==> config.mk <==
export PLATFORM = sky130hd
export DESIGN_NAME = ex_div_ctrl_flat
export DESIGN_NICKNAME = d
export VERILOG_FILES = /design/src/rtl/ex_div_ctrl_if.sv /design/src/rtl/ex_div_ctrl.sv /design/src/flat_wrapper.sv
export SDC_FILE = /design/constraint.sdc
export NUM_CORES = 1
export LEC_CHECK = 0
export BUFFER_PORTS_ARGS = -buffer_cell sky130_fd_sc_hd__buf_2
export CORE_MARGIN = 1
export CORE_UTILIZATION = 30
export CTS_CLUSTER_DIAMETER = 30
export CTS_CLUSTER_SIZE = 14
export DETAILED_ROUTE_END_ITERATION = 6
export SETUP_SLACK_MARGIN = 0.2
export SLEW_MARGIN = 10
export SYNTH_ARGS = -nofsm -noshare
export SYNTH_HDL_FRONTEND = slang
export SYNTH_SLANG_ARGS = --single-unit
==> constraint.sdc <==
create_clock -name clk -period 9.95 [get_ports clk]
set_clock_uncertainty 0.1 [all_clocks]
set_input_delay 1.99 -clock clk [delete_from_list [all_inputs] [get_ports clk]]
set_output_delay 1.99 -clock clk [all_outputs]
set_load 0.02 [all_outputs]
==> src/rtl/ex_div_ctrl_if.sv <==
// Divide request/response bundle between execute_alu and the divider.
// Ports: start/annul/signed/rem_sel/operands in; result/ready/stallreq out.
interface ex_div_ctrl_if #(
   parameter int WIDTH = 32
);
   logic             start_i;
   logic             annul_i;
   logic             signed_i;
   logic             rem_sel_i;
   logic [WIDTH-1:0] opdata1_i;
   logic [WIDTH-1:0] opdata2_i;
   logic [WIDTH-1:0] result_o;
   logic             ready_o;
   logic             stallreq_o;

   modport master (
      output start_i, annul_i, signed_i, rem_sel_i,
      output opdata1_i, opdata2_i,
      input  result_o, ready_o, stallreq_o
   );

   modport slave (
      input  start_i, annul_i, signed_i, rem_sel_i,
      input  opdata1_i, opdata2_i,
      output result_o, ready_o, stallreq_o
   );
endinterface

==> src/rtl/ex_div_ctrl.sv <==
// Multi-cycle restoring divider for DIV/DIVU/REM/REMU, one bit per cycle.
// Ports: clk, rst (async active-low), bus (ex_div_ctrl_if slave side).
module ex_div_ctrl #(
   parameter int WIDTH = 32
) (
   input  logic         clk,
   input  logic         rst,
   ex_div_ctrl_if.slave bus
);

   typedef enum logic [1:0] {
      S_IDLE,
      S_ON,
      S_END
   } state_t;

   localparam logic [5:0] LAST = 6'(WIDTH - 1);

   state_t             state;
   logic [5:0]         cnt;
   logic [2*WIDTH:0]   work;
   logic [WIDTH-1:0]   dvsr;
   logic               sgn_q;
   logic               rem_q;
   logic               neg1;
   logic               neg2;
   logic [WIDTH-1:0]   result;
   logic               ready;

   logic [WIDTH-1:0]   a_abs;
   logic [WIDTH-1:0]   b_abs;
   logic [2*WIDTH:0]   shl;
   logic [WIDTH:0]     trial;
   logic [2*WIDTH:0]   step;
   logic [WIDTH-1:0]   quo;
   logic [WIDTH-1:0]   rem;
   logic [WIDTH-1:0]   quo_fix;
   logic [WIDTH-1:0]   rem_fix;

   assign a_abs = (bus.signed_i && bus.opdata1_i[WIDTH-1]) ?
                  -bus.opdata1_i : bus.opdata1_i;
   assign b_abs = (bus.signed_i && bus.opdata2_i[WIDTH-1]) ?
                  -bus.opdata2_i : bus.opdata2_i;

   // Upper WIDTH+1 bits hold the partial remainder, lower bits the quotient.
   assign shl   = work << 1;
   assign trial = shl[2*WIDTH:WIDTH] - {1'b0, dvsr};
   assign step  = trial[WIDTH] ? shl :
                  {trial, shl[WIDTH-1:1], 1'b1};

   assign quo = step[WIDTH-1:0];
   assign rem = step[2*WIDTH-1:WIDTH];

   // Quotient sign follows the operand sign mismatch, remainder the dividend.
   assign quo_fix = (sgn_q && (neg1 ^ neg2)) ? -quo : quo;
   assign rem_fix = (sgn_q && neg1) ? -rem : rem;

   always_ff @(posedge clk or negedge rst) begin
      if (!rst) begin
         state  <= S_IDLE;
         cnt    <= '0;
         work   <= '0;
         dvsr   <= '0;
         sgn_q  <= 1'b0;
         rem_q  <= 1'b0;
         neg1   <= 1'b0;
         neg2   <= 1'b0;
         result <= '0;
         ready  <= 1'b0;
      end else begin
         unique case (state)
            S_IDLE: begin
               if (bus.start_i && !bus.annul_i) begin
                  sgn_q <= bus.signed_i;
                  rem_q <= bus.rem_sel_i;
                  neg1  <= bus.signed_i & bus.opdata1_i[WIDTH-1];
                  neg2  <= bus.signed_i & bus.opdata2_i[WIDTH-1];
                  dvsr  <= b_abs;
                  if (bus.opdata2_i == '0) begin
                     // Divide by zero: raw dividend as remainder, no sign fix.
                     work   <= {1'b0, bus.opdata1_i, {WIDTH{1'b1}}};
                     result <= bus.rem_sel_i ? bus.opdata1_i : '1;
                     ready  <= 1'b1;
                     state  <= S_END;
                  end else begin
                     cnt   <= '0;
                     work  <= {{(WIDTH+1){1'b0}}, a_abs};
                     state <= S_ON;
                  end
               end
            end
            S_ON: begin
               if (bus.annul_i) begin
                  state  <= S_IDLE;
                  ready  <= 1'b0;
                  result <= '0;
               end else begin
                  work <= step;
                  cnt  <= cnt + 6'd1;
                  if (cnt == LAST) begin
                     result <= rem_q ? rem_fix : quo_fix;
                     ready  <= 1'b1;
                     state  <= S_END;
                  end
               end
            end
            S_END: begin
               if (bus.annul_i || !bus.start_i) begin
                  state  <= S_IDLE;
                  ready  <= 1'b0;
                  result <= '0;
               end
            end
            default: begin
               state  <= S_IDLE;
               ready  <= 1'b0;
               result <= '0;
            end
         endcase
      end
   end

   assign bus.result_o   = result;
   assign bus.ready_o    = ready;
   assign bus.stallreq_o = bus.start_i & ~ready & ~bus.annul_i;

endmodule

==> src/flat_wrapper.sv <==
// flat-port wrapper written by rule: the top's interface ports become plain ports
module ex_div_ctrl_flat 
#(
   parameter int WIDTH = 32
)
  (clk, rst, bus_start_i, bus_annul_i, bus_signed_i, bus_rem_sel_i, bus_opdata1_i, bus_opdata2_i, bus_result_o, bus_ready_o, bus_stallreq_o);
  ex_div_ctrl_if #(.WIDTH(WIDTH)) bus_i ();
  input  logic clk;
  input  logic rst;
  input wire logic [$bits(bus_i.start_i)-1:0] bus_start_i;
  input wire logic [$bits(bus_i.annul_i)-1:0] bus_annul_i;
  input wire logic [$bits(bus_i.signed_i)-1:0] bus_signed_i;
  input wire logic [$bits(bus_i.rem_sel_i)-1:0] bus_rem_sel_i;
  input wire logic [$bits(bus_i.opdata1_i)-1:0] bus_opdata1_i;
  input wire logic [$bits(bus_i.opdata2_i)-1:0] bus_opdata2_i;
  output wire logic [$bits(bus_i.result_o)-1:0] bus_result_o;
  output wire logic [$bits(bus_i.ready_o)-1:0] bus_ready_o;
  output wire logic [$bits(bus_i.stallreq_o)-1:0] bus_stallreq_o;
  assign bus_i.start_i = bus_start_i;
  assign bus_i.annul_i = bus_annul_i;
  assign bus_i.signed_i = bus_signed_i;
  assign bus_i.rem_sel_i = bus_rem_sel_i;
  assign bus_i.opdata1_i = bus_opdata1_i;
  assign bus_i.opdata2_i = bus_opdata2_i;
  assign bus_result_o = bus_i.result_o;
  assign bus_ready_o = bus_i.ready_o;
  assign bus_stallreq_o = bus_i.stallreq_o;
  ex_div_ctrl #(.WIDTH(WIDTH)) u_core (.clk(clk), .rst(rst), .bus(bus_i));
endmodule
==> metrics.csv, run 1 <==
stage,metric,value,unit
floorplanning,area of the core,39910,µm²
worst_hold_path,worst hold path cell count,2,
sta,final number of max-transition violations,0,
worst_setup_path,Critical Path Slowest Stage Cell,sky130_fd_sc_hd__ha_1,
synth,post-synthesis instance area,12180,µm²
cts,count of hold buffers inserted by post-cts repair,0,
global_route,number of global-route vias before repair,11730,
cells_and_area,fill count,4180,
synth,main combinational cell family by area after synthesis,compound AO/OA/AOI/OAI gates,
detailed_routing,Final ANT Viol Nets,0,
placed_design,setup slack after placement,4.426,ns
cts,clock-pin slew on the worst setup and hold paths,0.07,ns
sta,Final Worst Setup Slack,4.668,ns
cells_and_area,area growth from synthesis to final layout,11.93,%
floorplanning,vertical die dimension,203.5,µm
worst_setup_path,Worst setup EP type,flip-flop,
global_route,global-route congestion overflow total,0,
sta,Tcrit/Tclk final,53.09,%
worst_setup_path,CP Data Required Time,10.19,ns
synth,sequential-to-total area share from yosys stat,28.96,%
synth,"basic-gate share of the synthesized area counting and, or, nand and nor cells",22.11,%
placed_design,placed wire-length estimate after detailed placement,32.60,mm
global_route,antenna violations before repair,0,
global_route,Total GRT Usage,20.87,%
worst_setup_path,count of cells along the worst register-to-register path,16,
floorplanning,Rows,73,
worst_setup_path,stage delay of the slowest cell on the critical path,0.52,ns
cts,H-tree lvl count,4,
placed_design,number of input and output port buffers inserted,103,
worst_setup_path,"Data arrival, critical path",5.52,ns
synth,top-count cell post-synth,sky130_fd_sc_hd__o21ai_0,
global_route,maximum number of pins on one net before global-route repair,75,
synth,adder-cell area share of the yosys netlist,3.861,%
sta,"Min Clock Period, post-route",5.282,ns
synth,Yosys warnings,0,
cts,clock tree root driver cell,sky130_fd_sc_hd__clkbuf_16,
cells_and_area,antenna diode count,0,
synth,Mean Syn Cell Area,7.582,µm²
cells_and_area,fraction of layout instances using a drive strength above 1,12.26,%
floorplanning,Die Wd,203.5,µm
sta,highest attainable clock frequency,0.1893,GHz
cts,maximum count of clock buffers along a single path,2,
synth,distinct cell type count after synthesis,89,
cts,clock tree from TritonCTS,yes,
floorplanning,I/O Pins,104,
detailed_routing,detailed-route DRC error count,0,
synth,async set-reset flop share out of synthesis,100.0,%
detailed_routing,vias,12300,
detailed_routing,vias per inst,5.640,
sta,Final setup viols,0,
worst_setup_path,"Buf+Inv Stages, Crit Path",1,
run_status,run status,"complete, no violations",
sta,"Hold Violations, Final",0,
detailed_routing,First-pass DRT Iterations,5,
worst_hold_path,HP Class,flip-flop to flip-flop,
cts,Sinks on Clock Net,141,
worst_setup_path,Crit. path cell count,16,
worst_setup_path,kind of cell adding the most delay to the critical path,compound AO/OA/AOI/OAI gates,
detailed_routing,DR WL/cell,19.75,µm
cells_and_area,count of nets after finishing,1750,
synth,number of nets produced by synthesis,1714,
cts,buffers inserted by post-CTS timing repair,0,
synth,fraction of synthesized cell area taken by the top area cell type,28.96,%
worst_setup_path,crit path launch type,flip-flop,
cts,number of buffers inserted during clock tree synthesis,17,
worst_setup_path,crit path to,u_core.bus.result_o[20],
synth,post-synthesis xor/xnor area fraction,9.417,%
worst_setup_path,category of the critical setup timing path,flip-flop to flip-flop,
sta,tightest slew margin relative to the limit,23.90,%
global_route,global-route wire length before repair,66.90,mm
synth,dominant cell type by area after synthesis,sky130_fd_sc_hd__dfrtp_1,
cts,insertion delay to the later sink of the worst-skew pair,0.44,ns
sta,Fin Setup TNS,0,ns
cts,Post-CTS Resized,0,
flow_run,number of max-capacitance violations reported,0,
synth,complex-gate fraction of the synthesized area,27.45,%
synth,number of register bits inferred by synthesis,141,
worst_setup_path,start of the worst register-to-register path,u_core.work[58],
worst_setup_path,maximum fanout encountered on the critical timing path,43,
detailed_routing,Post-Route WL,43.08,mm
worst_setup_path,cell-by-cell listing of the critical path,ha_1 -> nand2_1 -> o21ai_1 -> o21bai_1 -> o21ai_1 -> o21a_2 -> nor2_8 -> inv_2 -> ha_1 -> and2_1 -> nand2_1 -> nor4_1 -> nor2_1 -> xor2_1 -> a211o_1 -> o21ba_2,
worst_setup_path,R2R setup slack,4.67,ns
detailed_routing,drt first-iter violations,1009,
sta,transition at the pin with the smallest max-transition slack,1.137,ns
synth,count of flip-flops with a built-in enable after synthesis,0,
floorplanning,DIE AREA,41420,µm²
worst_setup_path,startpoint of the most critical setup path,u_core.work[58],
worst_setup_path,critical register-to-register path endpoint,u_core.bus.result_o[20],
synth,most frequent cells after synthesis,"sky130_fd_sc_hd__o21ai_0, sky130_fd_sc_hd__nor2_1, sky130_fd_sc_hd__nand2_1",
synth,leading cell types by total area after synthesis,"sky130_fd_sc_hd__dfrtp_1, sky130_fd_sc_hd__o21ai_0, sky130_fd_sc_hd__a21oi_1",
synth,Gate Count Post-Synth,1607,
floorplanning,starting density of the core,30.53,%
sta,RSZ-0062 raised after global routing,no,
placed_design,weighted congestion reported at the end of routability-driven placement,0.9056,
synth,Post-synth top flop,sky130_fd_sc_hd__dfrtp_1,
synth,multiplexer area fraction after synthesis,3.009,%
-- metrics by stage --
stage / area, µm² / hold WS (ns) / instances / util (%)
after floorplan: 12180 / 0.3418 / 1607 / -
after global placement: 13070 / 0.3658 / 2149 / 32.73
after detailed placement: 13070 / 0.3690 / 2149 / 32.73
after CTS: 13640 / 0.3860 / 2181 / 34.17
after global routing: 13640 / 0.3986 / 2181 / 34.17
final: 13640 / 0.3800 / 2181 / 34.17
-- worst min-delay path, stage by stage (launching register included) --
cell and delay (ns):
sky130_fd_sc_hd__dfrtp_1 0.34, sky130_fd_sc_hd__nand2_1 0.05, sky130_fd_sc_hd__o21ai_0 0.06
-- cell families after synthesis --
group / after synthesis
AOI/OAI and AO/OA: 543
buffers and inverters: 154
DFF: 141
and+or+nand+nor: 567
adders and majority gates: 37
xor gates and xnor gates: 131
muxes: 34
-- registers in the layout, summed over array words and instances, names as in the netlist --
register / cells
u_core.bus.result_o: 32
u_core.bus.ready_o: 1
u_core.cnt: 6
u_core.rem_q: 1
u_core.state: 2
u_core.work: 64
u_core.sgn_q: 1
u_core.dvsr: 32
u_core.neg1: 1
u_core.neg2: 1
-- layout make-up --
class / instances / area [µm²] / area share [%]
clock buffer: 17 / 425.4 / 3.119
clock inverter: 15 / 147.6 / 1.083
inverter: 55 / 206.4 / 1.514
multi-input combinational: 1312 / 8054 / 59.05
sequential: 141 / 3528 / 25.87
tap: 525 / 656.9 / 4.817
timing repair buffer: 116 / 619.3 / 4.541
-- how the worst min path moves through the flow --
stage / startpoint / endpoint / slack (ns)
after floorplan: u_core.cnt[5] / u_core.cnt[5] / 0.34
after global placement: u_core.cnt[5] / u_core.cnt[5] / 0.37
after detailed placement: u_core.bus.result_o[0] / u_core.bus.result_o[0] / 0.37
after CTS: u_core.dvsr[29] / u_core.dvsr[29] / 0.39
after global routing: u_core.dvsr[18] / u_core.dvsr[18] / 0.40
final: u_core.dvsr[29] / u_core.dvsr[29] / 0.38
-- layout by cell type (no fill, tap or decap), types with 36 or more instances in the layout --
| cell type | n |
|---|---|
| sky130_fd_sc_hd__ha_1 | 36 |
| sky130_fd_sc_hd__o21ai_0 | 192 |
| sky130_fd_sc_hd__dfrtp_1 | 141 |
| sky130_fd_sc_hd__nand3_1 | 44 |
| sky130_fd_sc_hd__xnor2_1 | 66 |
| sky130_fd_sc_hd__nor2_1 | 172 |
| sky130_fd_sc_hd__a21oi_1 | 148 |
| sky130_fd_sc_hd__nor3_1 | 41 |
| sky130_fd_sc_hd__inv_1 | 54 |
| sky130_fd_sc_hd__nand2_1 | 167 |
| sky130_fd_sc_hd__xor2_1 | 65 |
| sky130_fd_sc_hd__buf_2 | 102 |
-- routing by layer --
layer	wire (µm)	vias up	track usage, %
met4	1733	0	9.694
li1	-	5860	-
met2	20410	405	34.81
met5	0	-	0
met1	18610	5942	26.73
met3	2326	94	2.685
Power of run 1 is left out: the tool's default activity adds up to more than one toggle a clock period on the data nets, which glitch-free logic cannot reach.
==> run 2, diff against run 1 <==
--- a/config.mk
+++ b/config.mk
@@ -5,6 +5,7 @@
 export SDC_FILE = /design/constraint.sdc
 export NUM_CORES = 1
 export LEC_CHECK = 0
+export ABC_AREA = 1
 export BUFFER_PORTS_ARGS = -buffer_cell sky130_fd_sc_hd__buf_2
 export CORE_MARGIN = 1
 export CORE_UTILIZATION = 30
==> constraint.sdc (replaced) <==
create_clock -name clk -period 4.5 [get_ports clk]
set_clock_uncertainty 0.1 [all_clocks]
set_input_delay 0.9 -clock clk [delete_from_list [all_inputs] [get_ports clk]]
set_output_delay 0.9 -clock clk [all_outputs]
set_load 0.02 [all_outputs]
==> run 2 against run 1 <==
Global-route usage rose by 1.2 points; setup slack worse by 4.2 ns; utilization increased by 0.76 points; register-to-register slack worse by 4.2 ns; routed wire length up 13%; synthesized cell count is 35% higher; critical path type unchanged; sequential share of layout area is 2.5 points lower; first-iteration DRC count is 29% higher; fmax grew 31%; cell area grew 11%; non-clock buffer count is 21 higher; synthesized area grew 8.4%.
==> metrics.csv, run 2 <==
stage,metric,value,unit,change
cells_and_area,count of nets after finishing,2363,,+35%
cells_and_area,"leading cell type in the layout, fill and taps excluded",sky130_fd_sc_hd__nand2_1,,
cts,number of buffers inserted during clock tree synthesis,17,,unchanged
synth,Post-synth top flop,sky130_fd_sc_hd__dfrtp_1,,
sta,final number of max-transition violations,0,,unchanged
sta,Hold Slack,0.3679,ns,-0.01203 ns
cts,Sinks on Clock Net,141,,unchanged
sta,highest attainable clock frequency,0.2476,GHz,+31%
floorplanning,vertical die dimension,211.8,µm,+4.1%
detailed_routing,vias per inst,5.049,,-10%
global_route,global-route wire length before repair,75.91,mm,+13%
worst_setup_path,startpoint of the most critical setup path,u_core.work[31],,
synth,top-count cell post-synth,sky130_fd_sc_hd__nand2_1,,
synth,async set-reset flop share out of synthesis,100.0,%,unchanged
sta,Final setup viols,0,,unchanged
worst_hold_path,Worst Hold Launch,u_core.bus.result_o[4],,
floorplanning,Die Wd,211.8,µm,+4.1%
detailed_routing,detailed-route DRC error count,0,,unchanged
detailed_routing,First-pass DRT Iterations,7,,+2
floorplanning,DIE AREA,44870,µm²,+8.3%
sta,tightest slew margin relative to the limit,23.85,%,-0.056 points
detailed_routing,drt first-iter violations,1304,,+29%
cells_and_area,fill count,4759,,+14%
placed_design,setup slack after placement,0.06483,ns,-4.361 ns
worst_setup_path,"Data arrival, critical path",4.28,ns,-1.24 ns
cells_and_area,number of flip-flops under the largest register name,64,,unchanged
cells_and_area,area growth from synthesis to final layout,14.41,%,
worst_setup_path,start of the worst register-to-register path,u_core.work[31],,
cts,clock-pin slew on the worst setup and hold paths,0.07,ns,about the same
worst_hold_path,HP Class,flip-flop to flip-flop,,
placed_design,number of input and output port buffers inserted,103,,unchanged
cts,clock tree root driver cell,sky130_fd_sc_hd__clkbuf_16,,
synth,Yosys warnings,0,,unchanged
worst_setup_path,category of the critical setup timing path,flip-flop to flip-flop,,
synth,most frequent cells after synthesis,"sky130_fd_sc_hd__nand2_1, sky130_fd_sc_hd__inv_1, sky130_fd_sc_hd__nor2_1",,
synth,leading cell types by total area after synthesis,"sky130_fd_sc_hd__dfrtp_1, sky130_fd_sc_hd__nand2_1, sky130_fd_sc_hd__inv_1",,
global_route,antenna violations before repair,0,,unchanged
floorplanning,I/O Pins,104,,unchanged
detailed_routing,Post-Route WL,48.88,mm,+13%
global_route,Total GRT Usage,22.04,%,+1.2 points
worst_setup_path,crit path launch type,flip-flop,,
worst_setup_path,Critical Path Slowest Stage Cell,sky130_fd_sc_hd__fa_2,,
detailed_routing,vias,14410,,+17%
worst_setup_path,R2R setup slack,0.46,ns,-4.21 ns
cts,maximum count of clock buffers along a single path,2,,unchanged
sta,Tcrit/Tclk final,89.76,%,+37 points
synth,number of register bits inferred by synthesis,141,,unchanged
synth,number of nets produced by synthesis,2284,,+33%
sta,"Min Clock Period, post-route",4.039,ns,-1.243 ns
flow_run,number of max-capacitance violations reported,0,,unchanged
global_route,maximum number of pins on one net before global-route repair,117,,+56%
worst_setup_path,stage delay of the slowest cell on the critical path,0.38,ns,-0.14 ns
synth,sequential-to-total area share from yosys stat,26.71,%,-2.2 points
run_status,run status,"complete, no violations",,
cells_and_area,fraction of layout instances using a drive strength above 1,12.43,%,+0.18 points
worst_setup_path,CP Data Required Time,4.74,ns,-5.45 ns
synth,Gate Count Post-Synth,2177,,+35%
placed_design,weighted congestion reported at the end of routability-driven placement,0.9859,,+8.9%
floorplanning,Rows,76,,+4.1%
cts,insertion delay to the later sink of the worst-skew pair,0.46,ns,+0.02 ns
worst_setup_path,count of cells along the worst register-to-register path,28,,+12
worst_setup_path,Worst setup EP type,flip-flop,,
cts,clock tree from TritonCTS,yes,,
synth,post-synthesis instance area,13210,µm²,+8.4%
global_route,global-route congestion overflow total,0,,unchanged
synth,fraction of synthesized cell area taken by the top area cell type,26.71,%,-2.2 points
sta,"Hold Violations, Final",0,,unchanged
synth,count of flip-flops with a built-in enable after synthesis,0,,unchanged
sta,Fin Setup TNS,0,ns,unchanged
floorplanning,starting density of the core,30.53,%,about the same
floorplanning,area of the core,43270,µm²,+8.4%
synth,Mean Syn Cell Area,6.067,µm²,-20%
sta,Final Worst Setup Slack,0.4607,ns,-4.207 ns
detailed_routing,Final ANT Viol Nets,0,,unchanged
sta,transition at the pin with the smallest max-transition slack,1.142,ns,+0.005041 ns
cts,H-tree lvl count,4,,unchanged
cells_and_area,antenna diode count,0,,unchanged
worst_setup_path,crit path to,u_core.bus.result_o[25],,
sta,RSZ-0062 raised after global routing,no,,
worst_setup_path,CP most frequent cell,sky130_fd_sc_hd__nand2_1,,
cells_and_area,register with the most flip-flops,u_core.work,,
synth,distinct cell type count after synthesis,48,,-46%
global_route,number of global-route vias before repair,13550,,+16%
worst_setup_path,maximum fanout encountered on the critical timing path,37,,-14%
synth,dominant cell type by area after synthesis,sky130_fd_sc_hd__dfrtp_1,,
cells_and_area,most frequent cells in the layout,"sky130_fd_sc_hd__nand2_1, sky130_fd_sc_hd__inv_1, sky130_fd_sc_hd__nor2_1",,
placed_design,placed wire-length estimate after detailed placement,37.87,mm,+16%
worst_setup_path,critical register-to-register path endpoint,u_core.bus.result_o[25],,
detailed_routing,DR WL/cell,17.13,µm,-13%
==> run 2: cell types whose count changed after synthesis, sizes merged, moves of 19 or more <==
cell    previous run  this run
a21oi            152        70
mux2i             26         0
nand2            168       792
o21ai            200       156
xor2              65        44
nor2             176       222
nand3             45       164
a211oi            21         2
xnor2             66        24
nand2b            22         0
inv               55       277
==> run 2: final cells by class <==
class / instances / area (µm²) / share of cell area, %
multi-input cells: 1680 / 8377 / 55.43
clock inverters: 12 / 160.2 / 1.060
flip-flops and latches: 141 / 3528 / 23.35
inverters: 279 / 1047 / 6.930
repair buffers: 137 / 814.5 / 5.390
well taps: 585 / 732.0 / 4.844
clock buffers: 19 / 452.9 / 2.997
==> run 2: layer usage <==
layer  part of all wire [%]  track usage, %  up-vias
met1                     46           29.86     6731
met3                    6.2           3.234       61
li1                       -               -     7128
met5                      0               0        -
met2                     46           35.89      485
met4                    2.3           6.922        0
==> run 2: how the worst min path moves through the flow <==
stage / to / cells after the start
final: u_core.bus.result_o[4] / 1
after global routing: u_core.bus.result_o[3] / 1
after CTS: u_core.bus.result_o[4] / 1
after detailed placement: u_core.bus.result_o[17] / 2
after global placement: u_core.bus.result_o[3] / 1
after floorplan: u_core.dvsr[10] / 2
==> run 2: worst max-delay path: cells and delay by family, from the launching register on <==
kind,cells,cell delay (ns)
AND/OR/NAND/NOR,23,2.65
adder cells (fa/ha/maj),2,0.57
flip-flops,1,0.37
buffers and inverters,3,0.26
==> run 2: cell families after synthesis <==
family	after synthesis	share of synthesized area, %
buf+inv	356	10.62
xor+xnor	68	4.509
flops	141	26.71
fa+ha+maj	37	3.562
compound gates	314	13.58
simple gates	1261	41.02
==> run 2: per-stage QoR <==
stage,utilization (%),instance area [µm²],cells
2_1_floorplan,-,13210,2177
3_3_place_gp,33.21,14370,2816
3_5_place_dp,33.21,14370,2816
4_1_cts,34.65,14990,2847
5_1_grt,34.93,15110,2853
6_report,34.93,15110,2853
==> run 2: what timing repair did <==
action                                  in CTS  in global routing
resized for setup                            2                 27
endpoints found under the hold margin        0                  0
endpoints found under the setup margin       6                 18
buffers inserted                             0                  6
hold buffers                                 0                  0
pin swaps                                    0                 10
Power of run 2 is left out for the same reason.
==> run 3, diff against run 2 <==
--- a/config.mk
+++ b/config.mk
@@ -6,12 +6,13 @@
 export NUM_CORES = 1
 export LEC_CHECK = 0
 export ABC_AREA = 1
-export BUFFER_PORTS_ARGS = -buffer_cell sky130_fd_sc_hd__buf_2
 export CORE_MARGIN = 1
 export CORE_UTILIZATION = 30
 export CTS_CLUSTER_DIAMETER = 30
 export CTS_CLUSTER_SIZE = 14
 export DETAILED_ROUTE_END_ITERATION = 6
+export DONT_BUFFER_PORTS = 1
+export HOLD_SLACK_MARGIN = 0.06
 export SETUP_SLACK_MARGIN = 0.2
 export SLEW_MARGIN = 10
 export SYNTH_ARGS = -nofsm -noshare
==> run 3 against run 2 <==
Sequential cell count is the same; sequential share of layout area grew 0.86 points; non-clock buffer count shrank 103; final cell count shrank 3.6%; fmax grew 0.45%; global-route usage shrank 0.29 points; first-iteration DRC count shrank 8.3%; critical path type unchanged; largest cell class unchanged.
==> metrics.csv, run 3 (synthesized netlist as in run 2, its figures left out) <==
stage,metric,value,unit,change
floorplanning,vertical die dimension,211.8,µm,unchanged
floorplanning,starting density of the core,30.53,%,unchanged
detailed_routing,drt first-iter violations,1196,,-8.3%
global_route,Total GRT Usage,21.75,%,-0.29 points
cells_and_area,"leading cell type in the layout, fill and taps excluded",sky130_fd_sc_hd__nand2_1,,
cts,Sinks on Clock Net,141,,unchanged
placed_design,placed wire-length estimate after detailed placement,37.27,mm,-1.6%
worst_setup_path,start of the worst register-to-register path,u_core.work[31],,
worst_setup_path,maximum fanout encountered on the critical timing path,4,,-89%
cts,maximum count of clock buffers along a single path,2,,unchanged
detailed_routing,Post-Route WL,47.49,mm,-2.8%
sta,Fin Setup TNS,0,ns,unchanged
sta,Tcrit/Tclk final,89.36,%,-0.40 points
detailed_routing,vias per inst,5.105,,+1.1%
worst_setup_path,Critical Path Slowest Stage Cell,sky130_fd_sc_hd__dfrtp_1,,
detailed_routing,Final ANT Viol Nets,0,,unchanged
floorplanning,area of the core,43270,µm²,unchanged
floorplanning,Rows,76,,unchanged
sta,"Min Clock Period, post-route",4.021,ns,-0.01800 ns
floorplanning,DIE AREA,44870,µm²,unchanged
sta,Hold Slack,0.3304,ns,-0.03752 ns
sta,final number of max-transition violations,0,,unchanged
global_route,global-route congestion overflow total,0,,unchanged
worst_setup_path,startpoint of the most critical setup path,u_core.work[31],,
worst_setup_path,"Data arrival, critical path",4.33,ns,+0.05 ns
worst_setup_path,stage delay of the slowest cell on the critical path,0.35,ns,-0.03 ns
sta,transition at the pin with the smallest max-transition slack,0.9324,ns,-0.2099 ns
worst_setup_path,CP Data Required Time,4.80,ns,+0.06 ns
cts,clock tree root driver cell,sky130_fd_sc_hd__clkbuf_16,,
cts,insertion delay to the later sink of the worst-skew pair,0.46,ns,about the same
cts,H-tree lvl count,4,,unchanged
cells_and_area,count of nets after finishing,2260,,-4.4%
floorplanning,Die Wd,211.8,µm,unchanged
worst_setup_path,R2R setup slack,0.48,ns,+0.02 ns
sta,Final setup viols,0,,unchanged
cells_and_area,area growth from synthesis to final layout,10.33,%,
cells_and_area,most frequent cells in the layout,"sky130_fd_sc_hd__nand2_1, sky130_fd_sc_hd__inv_1, sky130_fd_sc_hd__nor2_1",,
cts,number of buffers inserted during clock tree synthesis,17,,unchanged
detailed_routing,vias,14050,,-2.5%
cells_and_area,fraction of layout instances using a drive strength above 1,8.218,%,-4.2 points
sta,tightest slew margin relative to the limit,37.77,%,+14 points
cts,clock-pin slew on the worst setup and hold paths,0.07,ns,about the same
floorplanning,I/O Pins,104,,unchanged
worst_setup_path,crit path launch type,flip-flop,,
sta,"Hold Violations, Final",0,,unchanged
cells_and_area,register with the most flip-flops,u_core.work,,
global_route,number of global-route vias before repair,13470,,-0.62%
sta,RSZ-0062 raised after global routing,yes,,
placed_design,number of input and output port buffers inserted,0,,-100%
placed_design,weighted congestion reported at the end of routability-driven placement,0.9379,,-4.9%
cells_and_area,number of flip-flops under the largest register name,64,,unchanged
global_route,maximum number of pins on one net before global-route repair,142,,+21%
worst_hold_path,HP Class,input pin to async pin,,
detailed_routing,DR WL/cell,17.26,µm,+0.78%
flow_run,number of max-capacitance violations reported,0,,unchanged
sta,highest attainable clock frequency,0.2487,GHz,+0.45%
worst_setup_path,Worst setup EP type,flip-flop,,
worst_setup_path,category of the critical setup timing path,flip-flop to flip-flop,,
worst_setup_path,CP most frequent cell,sky130_fd_sc_hd__nand2_1,,
cells_and_area,post-layout util,33.68,%,-1.2 points
cts,clock tree from TritonCTS,yes,,
global_route,global-route wire length before repair,75.21,mm,-0.92%
global_route,antenna violations before repair,0,,unchanged
detailed_routing,detailed-route DRC error count,0,,unchanged
detailed_routing,First-pass DRT Iterations,7,,unchanged
run_status,run status,"complete, no violations",,
cells_and_area,antenna diode count,0,,unchanged
[run 3: timing repair]
| item | in CTS | in global routing |
|---|---|---|
| hold buffers | 1 | 0 |
| pin swaps | 0 | 9 |
| buffers inserted | 0 | 5 |
| endpoints found under the setup margin | 6 | 14 |
| resized for setup | 2 | 24 |
| endpoints found under the hold margin | 141 | 0 |
[run 3: worst max-delay path: cells and delay by family (launching register included)]
kind                       cells  cell delay, ns
and+or+nand+nor               23            2.39
adders and majority gates      3            0.69
DFF                            1            0.35
AOI/OAI and AO/OA              3            0.26
buffers and inverters          2            0.14
[run 3: per-layer routing]
metal  vias up  track usage, %  routed length [µm]
li1       6907               -                   -
met1      6540           27.97               20330
met2       511           35.59               21920
met3        87           4.673                3800
met4         0           8.021                1447
met5         -               0                   0
[run 3: through the flow]
| step | instance area [µm²] | instances | setup slack (ns) |
|---|---|---|---|
| 6_report | 14570 | 2751 | 0.4787 |
| 5_1_grt | 14570 | 2751 | 0.1275 |
| 4_1_cts | 14470 | 2746 | 0.2800 |
| 3_5_place_dp | 13850 | 2713 | 0.06983 |
| 3_3_place_gp | 13850 | 2713 | 0.1213 |
| 2_1_floorplan | 13210 | 2177 | 0.4728 |
[run 3: cell type report]
class                      instances  area (µm²)
multi-input combinational       1680        8372
sequential                       141        3528
inverter                         279        1047
timing repair buffer              34       312.8
fill                            4717       28690
clock buffer                      19       452.9
tap                              585       732.0
clock inverter                    13       128.9
[run 3: worst paths after layout]
check	cells past startpoint	endpoint
max in group asynchronous	1	u_core.dvsr[30]
worst max register to register	31	u_core.bus.result_o[26]
worst max-delay path	31	u_core.bus.result_o[26]
worst min-delay path	1	u_core.bus.result_o[3]
worst min register to register	2	u_core.dvsr[24]
min in group clk	2	u_core.dvsr[24]
Power of run 3 is left out for the same reason.
